$ cat src/rtl/pulse_stream_transmitter_if.sv
// Symbol push stream: {eos, level, duration} words offered with valid/ready.
interface pulse_stream_transmitter_if #(
    parameter int unsigned DUR_W = 12
);
    logic               wr_valid;
    logic [DUR_W+1:0]   wr_data;
    logic               wr_ready;

    modport master (output wr_valid, output wr_data, input wr_ready);
    modport slave  (input wr_valid, input wr_data, output wr_ready);
endinterface

$ cat src/rtl/pulse_stream_transmitter.sv
// FIFO-fed pulse transmitter: each symbol has its own level, duration and
// end-of-stream flag; streams (popping) or replays the FIFO in loop mode.
module pulse_stream_transmitter #(
    parameter int unsigned DEPTH   = 16,
    parameter int unsigned DUR_W   = 12,
    parameter int unsigned PRESC_W = 4
) (
    input  logic                         clk,
    input  logic                         rst_n,
    input  logic                         start,
    input  logic                         stop,
    input  logic                         flush,
    input  logic                         loop_mode,
    input  logic [7:0]                   loop_count,
    input  logic [PRESC_W-1:0]           prescaler,
    input  logic                         idle_level,
    input  logic                         invert,
    input  logic                         carrier_en,
    input  logic [15:0]                  carrier_half,
    input  logic [$clog2(DEPTH+1)-1:0]   low_water,
    pulse_stream_transmitter_if.slave    wr,
    output logic [$clog2(DEPTH+1)-1:0]   fill,
    output logic                         pulse_out,
    output logic                         active,
    output logic                         irq_done,
    output logic                         irq_underflow,
    output logic                         irq_low_water,
    output logic                         irq_loop
);
    localparam int unsigned PTR_W  = $clog2(DEPTH);
    localparam int unsigned FILL_W = $clog2(DEPTH+1);
    localparam int unsigned TICK_W = 2**PRESC_W;

    typedef struct packed {
        logic             eos;
        logic             level;
        logic [DUR_W-1:0] dur;
    } sym_t;

    typedef enum logic [1:0] {S_IDLE, S_LOAD, S_RUN} state_e;

    sym_t               mem_q [DEPTH];
    logic [PTR_W-1:0]   wr_ptr_q, rd_ptr_q;
    logic [FILL_W-1:0]  fill_q, rep_idx_q;
    state_e             state_q;
    sym_t               cur_q;
    logic [DUR_W-1:0]   dur_cnt_q;
    logic [TICK_W-1:0]  tick_cnt_q;
    logic [15:0]        car_cnt_q;
    logic               car_phase_q;
    logic [7:0]         pass_q;
    logic               irq_done_q, irq_underflow_q, irq_low_water_q, irq_loop_q;

    logic [TICK_W-1:0]  tick_lim_c;
    logic               full_c, wr_ready_c, push_c, pop_c, flush_c;
    logic               boundary_c, pass_end_c, last_pass_c;
    logic [PTR_W-1:0]   fetch_ptr_c;
    sym_t               next_sym_c;
    logic [FILL_W-1:0]  fill_d_c;

    // Handshake, boundary detection and next-symbol fetch.
    always_comb begin
        tick_lim_c  = ~(~TICK_W'(0) << prescaler);
        full_c      = (fill_q == FILL_W'(DEPTH));
        wr_ready_c  = !full_c && !(loop_mode && (state_q != S_IDLE));
        push_c      = wr.wr_valid && wr_ready_c;
        flush_c     = flush && (state_q == S_IDLE);
        boundary_c  = (state_q == S_RUN) && !stop && (tick_cnt_q == tick_lim_c)
                      && (dur_cnt_q == '0);
        pass_end_c  = cur_q.eos || ((rep_idx_q + FILL_W'(1)) == fill_q);
        last_pass_c = (loop_count != 8'd0) && ((pass_q + 8'd1) == loop_count);
        pop_c       = !loop_mode && !stop && ((state_q == S_LOAD)
                      || (boundary_c && !cur_q.eos && (fill_q != '0)));
        fetch_ptr_c = rd_ptr_q;
        if (loop_mode && boundary_c && !pass_end_c) begin
            fetch_ptr_c = rd_ptr_q + PTR_W'(rep_idx_q) + PTR_W'(1);
        end
        next_sym_c  = mem_q[fetch_ptr_c];
        fill_d_c    = fill_q + FILL_W'(push_c) - FILL_W'(pop_c);
        if (flush_c) begin
            fill_d_c = '0;
        end
    end

    // Symbol storage; emptying is done purely through the pointers.
    always_ff @(posedge clk) begin
        if (push_c) begin
            mem_q[wr_ptr_q] <= sym_t'(wr.wr_data);
        end
    end

    always_ff @(posedge clk) begin
        if (!rst_n) begin
            wr_ptr_q        <= '0;
            rd_ptr_q        <= '0;
            fill_q          <= '0;
            rep_idx_q       <= '0;
            state_q         <= S_IDLE;
            cur_q           <= '0;
            dur_cnt_q       <= '0;
            tick_cnt_q      <= '0;
            car_cnt_q       <= '0;
            car_phase_q     <= 1'b0;
            pass_q          <= '0;
            irq_done_q      <= 1'b0;
            irq_underflow_q <= 1'b0;
            irq_low_water_q <= 1'b0;
            irq_loop_q      <= 1'b0;
        end else begin
            irq_done_q      <= 1'b0;
            irq_underflow_q <= 1'b0;
            irq_loop_q      <= 1'b0;
            irq_low_water_q <= !loop_mode && (state_q != S_IDLE)
                               && (fill_q > low_water) && (fill_d_c <= low_water);
            fill_q          <= fill_d_c;
            if (flush_c) begin
                wr_ptr_q <= '0;
                rd_ptr_q <= '0;
            end else begin
                if (push_c) wr_ptr_q <= wr_ptr_q + PTR_W'(1);
                if (pop_c)  rd_ptr_q <= rd_ptr_q + PTR_W'(1);
            end

            // Carrier is preloaded in LOAD so the first low half spans carrier_half+1 clocks.
            if (state_q == S_RUN) begin
                if (car_cnt_q == '0) begin
                    car_phase_q <= !car_phase_q;
                    car_cnt_q   <= carrier_half;
                end else begin
                    car_cnt_q   <= car_cnt_q - 16'd1;
                end
            end else begin
                car_cnt_q   <= (state_q == S_LOAD) ? carrier_half : 16'd0;
                car_phase_q <= 1'b0;
            end

            case (state_q)
                S_IDLE: begin
                    if (start) begin
                        if (fill_q != '0) state_q <= S_LOAD;
                        else              irq_underflow_q <= 1'b1;
                    end
                end
                S_LOAD: begin
                    if (stop) begin
                        state_q <= S_IDLE;
                    end else begin
                        cur_q      <= next_sym_c;
                        dur_cnt_q  <= next_sym_c.dur;
                        tick_cnt_q <= '0;
                        rep_idx_q  <= '0;
                        pass_q     <= '0;
                        state_q    <= S_RUN;
                    end
                end
                S_RUN: begin
                    if (stop) begin
                        state_q <= S_IDLE;
                    end else if (boundary_c) begin
                        // Next symbol is latched in the expiry cycle: no gap between symbols.
                        cur_q      <= next_sym_c;
                        dur_cnt_q  <= next_sym_c.dur;
                        tick_cnt_q <= '0;
                        if (loop_mode) begin
                            if (pass_end_c) begin
                                irq_loop_q <= 1'b1;
                                pass_q     <= pass_q + 8'd1;
                                rep_idx_q  <= '0;
                                if (last_pass_c) begin
                                    state_q    <= S_IDLE;
                                    irq_done_q <= 1'b1;
                                end
                            end else begin
                                rep_idx_q <= rep_idx_q + FILL_W'(1);
                            end
                        end else if (cur_q.eos) begin
                            state_q    <= S_IDLE;
                            irq_done_q <= 1'b1;
                        end else if (fill_q == '0) begin
                            state_q         <= S_IDLE;
                            irq_underflow_q <= 1'b1;
                        end
                    end else if (tick_cnt_q == tick_lim_c) begin
                        tick_cnt_q <= '0;
                        dur_cnt_q  <= dur_cnt_q - DUR_W'(1);
                    end else begin
                        tick_cnt_q <= tick_cnt_q + TICK_W'(1);
                    end
                end
                default: state_q <= S_IDLE;
            endcase
        end
    end

    assign wr.wr_ready     = wr_ready_c;
    assign fill            = fill_q;
    assign active          = (state_q == S_RUN);
    assign irq_done        = irq_done_q;
    assign irq_underflow   = irq_underflow_q;
    assign irq_low_water   = irq_low_water_q;
    assign irq_loop        = irq_loop_q;
    assign pulse_out       = ((state_q == S_RUN) ? (cur_q.level & (car_phase_q | !carrier_en))
                                                 : idle_level) ^ invert;
endmodule

$ cat src/flat_wrapper.sv
// flat-port wrapper written by rule: the top's interface ports become plain ports
module pulse_stream_transmitter_flat 
#(
    parameter int unsigned DEPTH   = 16,
    parameter int unsigned DUR_W   = 12,
    parameter int unsigned PRESC_W = 4
)
  (clk, rst_n, start, stop, flush, loop_mode, loop_count, prescaler, idle_level, invert, carrier_en, carrier_half, low_water, fill, pulse_out, active, irq_done, irq_underflow, irq_low_water, irq_loop, wr_wr_valid, wr_wr_data, wr_wr_ready);
  pulse_stream_transmitter_if #(.DUR_W(DUR_W)) wr_i ();
  input  logic clk;
  input  logic rst_n;
  input  logic start;
  input  logic stop;
  input  logic flush;
  input  logic loop_mode;
  input  logic [7:0] loop_count;
  input  logic [PRESC_W-1:0] prescaler;
  input  logic idle_level;
  input  logic invert;
  input  logic carrier_en;
  input  logic [15:0] carrier_half;
  input  logic [$clog2(DEPTH+1)-1:0] low_water;
  output logic [$clog2(DEPTH+1)-1:0] fill;
  output logic pulse_out;
  output logic active;
  output logic irq_done;
  output logic irq_underflow;
  output logic irq_low_water;
  output logic irq_loop;
  input wire logic [$bits(wr_i.wr_valid)-1:0] wr_wr_valid;
  input wire logic [$bits(wr_i.wr_data)-1:0] wr_wr_data;
  output wire logic [$bits(wr_i.wr_ready)-1:0] wr_wr_ready;
  assign wr_i.wr_valid = wr_wr_valid;
  assign wr_i.wr_data = wr_wr_data;
  assign wr_wr_ready = wr_i.wr_ready;
  pulse_stream_transmitter #(.DEPTH(DEPTH), .DUR_W(DUR_W), .PRESC_W(PRESC_W)) u_core (.clk(clk), .rst_n(rst_n), .start(start), .stop(stop), .flush(flush), .loop_mode(loop_mode), .loop_count(loop_count), .prescaler(prescaler), .idle_level(idle_level), .invert(invert), .carrier_en(carrier_en), .carrier_half(carrier_half), .low_water(low_water), .wr(wr_i), .fill(fill), .pulse_out(pulse_out), .active(active), .irq_done(irq_done), .irq_underflow(irq_underflow), .irq_low_water(irq_low_water), .irq_loop(irq_loop));
endmodule
$ cat config.mk
export PLATFORM = sky130hd
export DESIGN_NAME = pulse_stream_transmitter_flat
export DESIGN_NICKNAME = d
export VERILOG_FILES = /design/src/rtl/pulse_stream_transmitter_if.sv /design/src/rtl/pulse_stream_transmitter.sv /design/src/flat_wrapper.sv
export SDC_FILE = /design/constraint.sdc
export NUM_CORES = 1
export LEC_CHECK = 0
export BUFFER_PORTS_ARGS = -buffer_cell sky130_fd_sc_hd__buf_4
export CAP_MARGIN = 0
export CORE_ASPECT_RATIO = 0.8
export CORE_MARGIN = 4
export CORE_UTILIZATION = 35
export CTS_CLUSTER_DIAMETER = 30
export DETAILED_ROUTE_END_ITERATION = 8
export SYNTH_ARGS = -nofsm -noshare
export SYNTH_HDL_FRONTEND = slang
export SYNTH_SLANG_ARGS = --single-unit
$ cat constraint.sdc
create_clock -name clk -period 9.8 [get_ports clk]
set_clock_uncertainty 0.1 [all_clocks]
set_input_delay 0.98 -clock clk [delete_from_list [all_inputs] [get_ports clk]]
set_output_delay 0.98 -clock clk [all_outputs]
set_load 0.01 [all_outputs]
Yosys cells after proc, flatten, opt, wreduce, memory -nomap -nowiden
Memories as Yosys holds them, arrays and structs flattened.
Cells that the tools add are included.
{"block": "op_classes", "addsub": 11, "order_cmp": 2, "eq_ne": 18, "n_shift": 1, "muxes": 58, "n_bitwise": 8, "n_reduce_logical": 45}
{"op": "16-bit 2-to-1 mux", "count": 7}
{"op": "12-bit 2-to-1 mux", "count": 4}
{"op": "14-bit 2-to-1 mux", "count": 3}
{"op": "8-bit 2-to-1 mux", "count": 5}
{"op": "16-bit one-hot mux with 2 select lines", "count": 1}
{"op": "5-bit 2-to-1 mux", "count": 6}
{"op": "14-bit one-hot mux with 2 select lines", "count": 1}
{"op": "12-bit one-hot mux with 2 select lines", "count": 1}
{"op": "2-bit 2-to-1 mux", "count": 10}
{"op": "1-bit logical AND", "count": 17}
{"op": "16-bit by 1-bit adder with 16-bit output (second input constant)", "count": 1}
{"op": "16-bit == test", "count": 1}
{"op": "16-bit zero test", "count": 1}
{"op": "16-bit inverter", "count": 1}
{"op": "8-bit one-hot mux with 2 select lines", "count": 1}
{"op": "16-bit by 4-bit << shifter with 16-bit output (first input constant)", "count": 1}
{"op": "16-bit by 1-bit subtractor with 16-bit output (second input constant)", "count": 1}
{"op": "1-bit 2-to-1 mux", "count": 15}
{"op": "4-bit by 1-bit adder with 4-bit output (second input constant)", "count": 3}
{"op": "12-bit zero test", "count": 1}
{"op": "6-bit AND reduction", "count": 2}
{"op": "12-bit by 1-bit subtractor with 12-bit output (second input constant)", "count": 1}
{"op": "2-bit != test (second input constant)", "count": 5}
{"op": "5-bit one-hot mux with 2 select lines", "count": 1}
{"op": "38 further kinds", "count": 53}
{"block": "totals", "register_bits": 79, "ramBits": 224, "inputBits": 57, "output_inout_bits": 12, "wordCells": 160, "n_memories": 1}
{"memory": "u_core.mem_q", "words": 16, "width": 14, "rd": 1, "rd_ports_with_merged_regs": 0, "wr": 1, "line_no": "pulse_stream_transmitter.sv:42", "source": "sym_t mem_q [DEPTH];"}

Depth between registers and ports, before layout
{"block": "logic_depth", "ltp_word": 13, "ltp_mapped": 22, "depth_no_buf": 22}

Worst setup path before layout
Ideal clock, no wire load.
{"block": "synth_timing", "path_type": "input to register", "startpoint": "input prescaler[3]", "endpoint": "register u_core.irq_low_water_q, in the netlist u_core.irq_low_water", "setup_ns": 0.078, "arrival_time_ns": 4.995, "t_required_ns": 9.622, "setup_slack_ns": 4.627, "path_stages": 22, "path_buffers": 2, "path_cell_list": "clkbuf_1 -> buf_2 -> nand2_1 -> o21a_1 -> a221o_1 -> nor4_1 -> and3_1 -> a21oi_1 -> nor2_1 -> ha_1 -> inv_1 -> ha_1 -> fa_1 -> and2_1 -> ha_1 -> nor2b_1 -> o21a_1 -> o21ai_0 -> nand2b_1 -> a21oi_1 -> a31oi_1 -> nor3_1"}
{"block": "synth_via", "elab_chain_len": 13}
{"element": "start, declared", "line_no": "flat_wrapper.sv:17", "source": "input logic [PRESC_W-1:0] prescaler;"}
{"element": "16-bit by 4-bit << shifter with 16-bit output", "line_no": "pulse_stream_transmitter.sv:63", "source": "tick_lim_c = ~(~TICK_W'(0) << prescaler);"}
{"element": "16-bit inverter", "line_no": "pulse_stream_transmitter.sv:63"}
{"element": "16-bit == test", "line_no": "pulse_stream_transmitter.sv:68", "source": "boundary_c = (state_q == S_RUN) && !stop && (tick_cnt_q == tick_lim_c)"}
{"element": "1-bit logical AND", "line_no": "pulse_stream_transmitter.sv:68"}
{"element": "1-bit logical AND", "line_no": "pulse_stream_transmitter.sv:69", "source": "&& (dur_cnt_q == '0);"}
{"element": "1-bit logical AND (2 in series)", "line_no": "pulse_stream_transmitter.sv:73", "source": "|| (boundary_c && !cur_q.eos && (fill_q != '0)));"}
{"element": "1-bit logical OR", "line_no": "pulse_stream_transmitter.sv:73"}
{"element": "1-bit logical AND", "line_no": "pulse_stream_transmitter.sv:72", "source": "pop_c = !loop_mode && !stop && ((state_q == S_LOAD)"}
{"element": "net u_core.pop_c", "line_no": "pulse_stream_transmitter.sv:55", "source": "logic full_c, wr_ready_c, push_c, pop_c, flush_c;"}
{"element": "5-bit by 1-bit subtractor with 5-bit output", "line_no": "pulse_stream_transmitter.sv:79", "source": "fill_d_c = fill_q + FILL_W'(push_c) - FILL_W'(pop_c);"}
{"element": "5-bit 2-to-1 mux", "line_no": "pulse_stream_transmitter.sv:80", "source": "if (flush_c) begin"}
{"element": "net u_core.fill_d_c[1]", "line_no": "pulse_stream_transmitter.sv:59", "source": "logic [FILL_W-1:0] fill_d_c;"}
{"element": "5-bit <= comparator", "line_no": "pulse_stream_transmitter.sv:114", "source": "&& (fill_q > low_water) && (fill_d_c <= low_water);"}
{"element": "1-bit logical AND", "line_no": "pulse_stream_transmitter.sv:114"}
{"element": "end signal, assigned", "line_no": "pulse_stream_transmitter.sv:113", "source": "irq_low_water_q <= !loop_mode && (state_q != S_IDLE)"}
{"element": "end, declared", "line_no": "pulse_stream_transmitter.sv:52", "source": "logic irq_done_q, irq_underflow_q, irq_low_water_q, irq_loop_q;"}
The timed path passes the listed nets, and every way through them passes these cells.
A chain may end at the register's enable or synchronous reset.

Final worst setup path
Ends and elaborated chain as after synthesis.

==> results.tsv <==
stage	metric	value	unit
cells_and_area	fill_cells	3669	
clock_network	post_cts_buffers	0	
critical_path	slowest_delay	600	ps
die	row_count	65	
route	drt_iter0_markers	837	
grt	antenna_found_initial	1	
yosys	synth_seq_area_share	58.4	%
die	die_w	233	microns
timing	rsz0062_at_grt	no	
power	power.total	4.25	mW
placement	dp_hpwl	23800	microns
grt	grt_use_total	17.0	%
timing	fin_setup_tns	0	ps
route	ant_nets	0	
timing	tightestPinTransition	1190	ps
placement	place_area	0.0154	sq mm
yosys	synth-seq-cells	303	
critical_path	crit_path_start_kind	input port	
yosys	synthesis.area	0.0142	sq mm
power	worst_ir_drop_vdd	0.143	mV
cells_and_area	postLayoutCellArea	0.0173	sq mm
critical_path	crit_slowest_cell	nor4_2	
route	highest_layer	met5	
critical_path	r2r_start	u_core.dur_cnt_q[0]	
timing	fin_hold_ws	388	ps
grt	grt-ovfl-total	0	
timing	max_freq	194	MHz
worst_hold_path	min_path_type	reg2reg	
critical_path	worstPathCellList	buf_4 > or3_1 > nor4_1 > a311oi_1 > nor4_2 > and3_1 > a21oi_1 > nor2_1 > ha_1 > inv_1 > ha_1 > fa_1 > and2_1 > ha_1 > nor2b_1 > o21a_1 > o21ai_0 > nand2b_1 > a21oi_1 > a31oi_1 > nor3_1	
cells_and_area	nets	1488	
route	dr_wl_met3	2660	microns
placement	io_buffers	68	
worst_hold_path	hp-start	u_core.pass_q[6]	
route	met1Wirelength	18100	microns
critical_path	critPathCaptureType	flop	
worst_hold_path	holdPathStages	2	
critical_path	r2r-end	u_core.irq_low_water	
timing	setup_violations	0	
clock_network	clock_sinks	303	
route	post_drt_wl_per_cell	19.2	microns
timing	post-route-period-util	52.7	%
power	p_leak	6.35	nW
clock_network	hold_buffers	0	
cells_and_area	multi_input_area	0.00554	sq mm
yosys	synth-async-reset-ratio	0	%
clock_network	cts.path.max_buffers	3	
grt	grt_pass1_wl	58900	microns
critical_path	path_max_fanout	16	
yosys	netlist-cell-type-count	75	
route	firstDrtPassIters	7	
timing	hold_viol	0	
critical_path	critPathRequiredTime	10180	ps
outcome	status	complete, no violations	
clock_network	cts_root_buffer	clkbuf_16	
clock_network	cts_inserted_buffers	54	
route	vias	10500	
timing	fin_crit	5160	ps
clock_network	cts_tree	done	
cells_and_area	drive_above_1_share	14.8	%
critical_path	startpoint	prescaler[3]	
power	pwr_density_cell	245	mW/mm^2
yosys	synth_top_area_share	47.3	%
cells_and_area	register_area	0.00831	sq mm
yosys	synth_edf_count	224	
timing	drv_slew	0	
clock_network	htree_levels	2	
yosys	synthesis.nets	1402	
die	io_pins	69	
yosys	avgSynthCellArea	10.8	sq um
clock_network	clkLatencyLatePin	560	ps
cells_and_area	antenna_cells	0	
placement	pre_cts_ws	4070	ps
yosys	yosys_warnings	0	
route	viasPerCell	5.32	
die	initial_utilization	35.7	%
die	die_y	188	microns
clock_network	cts.clk_slew.worst_paths	50	ps
critical_path	crit_top_cell	ha_1	
placement	gp_congestion	0.852	
die	core_area	0.0398	sq mm
grt	first_global_vias	10100	
timing	maxSlewHeadroom	20.1	%
worst_hold_path	holdPathEnd	u_core.pass_q[6]	
critical_path	reg2reg_depth	22	
yosys	synthTopCellsByArea	edfxtp_1, dfxtp_1, nand2_1	
critical_path	critPathKind	in2reg	
route	drc	0	
route	drt_wl_total	38000	microns
grt	grt_max_degree	70	
critical_path	r2r_slack	4650	ps
die	dieArea	0.0439	sq mm
yosys	synth_cells	1311	
critical_path	critPathArrivalTime	5550	ps
route	wl_met2	16400	microns
cells_and_area	area_growth	22.0	%
job	cap_violations	0	
yosys	yosysTopAreaCell	edfxtp_1	
clock_network	cts_resized	0	
yosys	synth_flop_cell	edfxtp_1	
timing	fin_ws	4640	ps
## metal layers
| metal | up-vias | GRT usage, % |
|---|---|---|
| li1 | 4984 | - |
| met1 | 5102 | 25.0 |
| met2 | 357 | 25.6 |
| met3 | 71 | 3.64 |
| met4 | 2 | 4.46 |
| met5 | - | 0 |
## logic make-up after synthesis
kind of cell,count (synthesis),share of synthesized area (%)
adder cells (fa/ha/maj),34,3.10
AND/OR/NAND/NOR,536,17.6
AO/OA/AOI/OAI,221,10.1
flip-flops,303,58.4
buffers and inverters,102,3.06
XOR/XNOR,62,3.82
multiplexers,53,3.82
## cell usage in the layout (no fill, tap or decap), types with 5 or more instances in the layout
cell type / n
edfxtp_1: 224
nand2_1: 222
nor2_1: 98
buf_4: 96
dfxtp_1: 79
nand3_1: 71
a21oi_1: 66
clkbuf_16: 55
mux2i_1: 43
o21ai_0: 39
inv_1: 35
xnor2_1: 34
ha_1: 32
and3_1: 29
xor2_1: 27
nor3_1: 23
a31oi_1: 21
o211ai_1: 15
nor4_1: 14
nand4_1: 14
nor2b_1: 12
a211oi_1: 12
and2_1: 11
bufinv_16: 11
a22oi_1: 10
or3_1: 9
inv_6: 7
nand2b_1: 6
a311oi_1: 6
mux2_2: 6
clkinv_4: 6
nand3b_1: 5
a21o_1: 5
clkinvlp_4: 5
clkinv_2: 5
## critical path: cells and delay by family
| kind | cells | cell delay [ps] |
|---|---|---|
| compound gates | 6 | 680 |
| fa+ha+maj | 4 | 1190 |
| buf+inv | 2 | 230 |
| simple gates | 9 | 2450 |
## sequential cells by signal, indices dropped and copies added (netlist names), 2 cells and up
register,count
u_core.fill,5
u_core.rd_ptr_q,4
u_core.pass_q,8
u_core.wr_ptr_q,4
u_core.mem_q,224
u_core.cur_q,2
u_core.rep_idx_q,5
u_core.dur_cnt_q,12
u_core.tick_cnt_q,16
u_core.car_cnt_q,16
u_core.state_q,2
## cell type report
class | instances | area share [%]
well taps | 536 | 3.87
flip-flops and latches | 303 | 47.9
repair buffers | 96 | 4.16
inverters | 36 | 0.779
clock buffers | 61 | 8.18
multi-input cells | 906 | 31.9
clock inverters | 40 | 3.18
## per-stage QoR
step | std cells | utilization, %
global route | 1978 | 43.6
detailed placement | 1877 | 38.7
floorplan | 1311 | -
CTS | 1978 | 43.6
finish | 1978 | 43.6
global placement | 1877 | 38.7
## worst max path at each step
| stage | end | slack (ps) | depth (start not counted) |
|---|---|---|---|
| after detailed placement | u_core.irq_low_water | 4070 | 21 |
| after floorplan | u_core.irq_low_water | 4630 | 22 |
| after CTS | u_core.irq_low_water | 4670 | 21 |
| final | u_core.irq_low_water | 4640 | 21 |
| after global routing | u_core.irq_low_water | 4210 | 22 |
| after global placement | u_core.irq_low_water | 4190 | 21 |
## synthesized netlist by cell type, types with 5 or more instances
library cell and number:
clkbuf_1 36, inv_1 35, mux2i_1 45, nor3_1 27, dfxtp_1 79, edfxtp_1 224
mux2_2 7, a22oi_1 10, nand3_1 71, ha_1 32, nor4_1 14, a31oi_1 21
o211ai_1 15, xnor2_1 34, a311oi_1 6, nand2b_1 6, a21o_1 5, nor2_1 98
a211oi_1 12, nand3b_1 5, buf_2 21, and3_1 29, or3_1 9, o21ai_0 39
nand2_1 222, and2_1 11, xor2_1 28, nand4_1 14, nor2b_1 12, a21oi_1 66
## where the power goes
| part | internal (mW) | switching [mW] |
|---|---|---|
| clock | 1.34 | 0.666 |
| combinational | 0.273 | 0.474 |
| sequential | 1.44 | 0.0539 |
(Power assumes the default switching activity.)
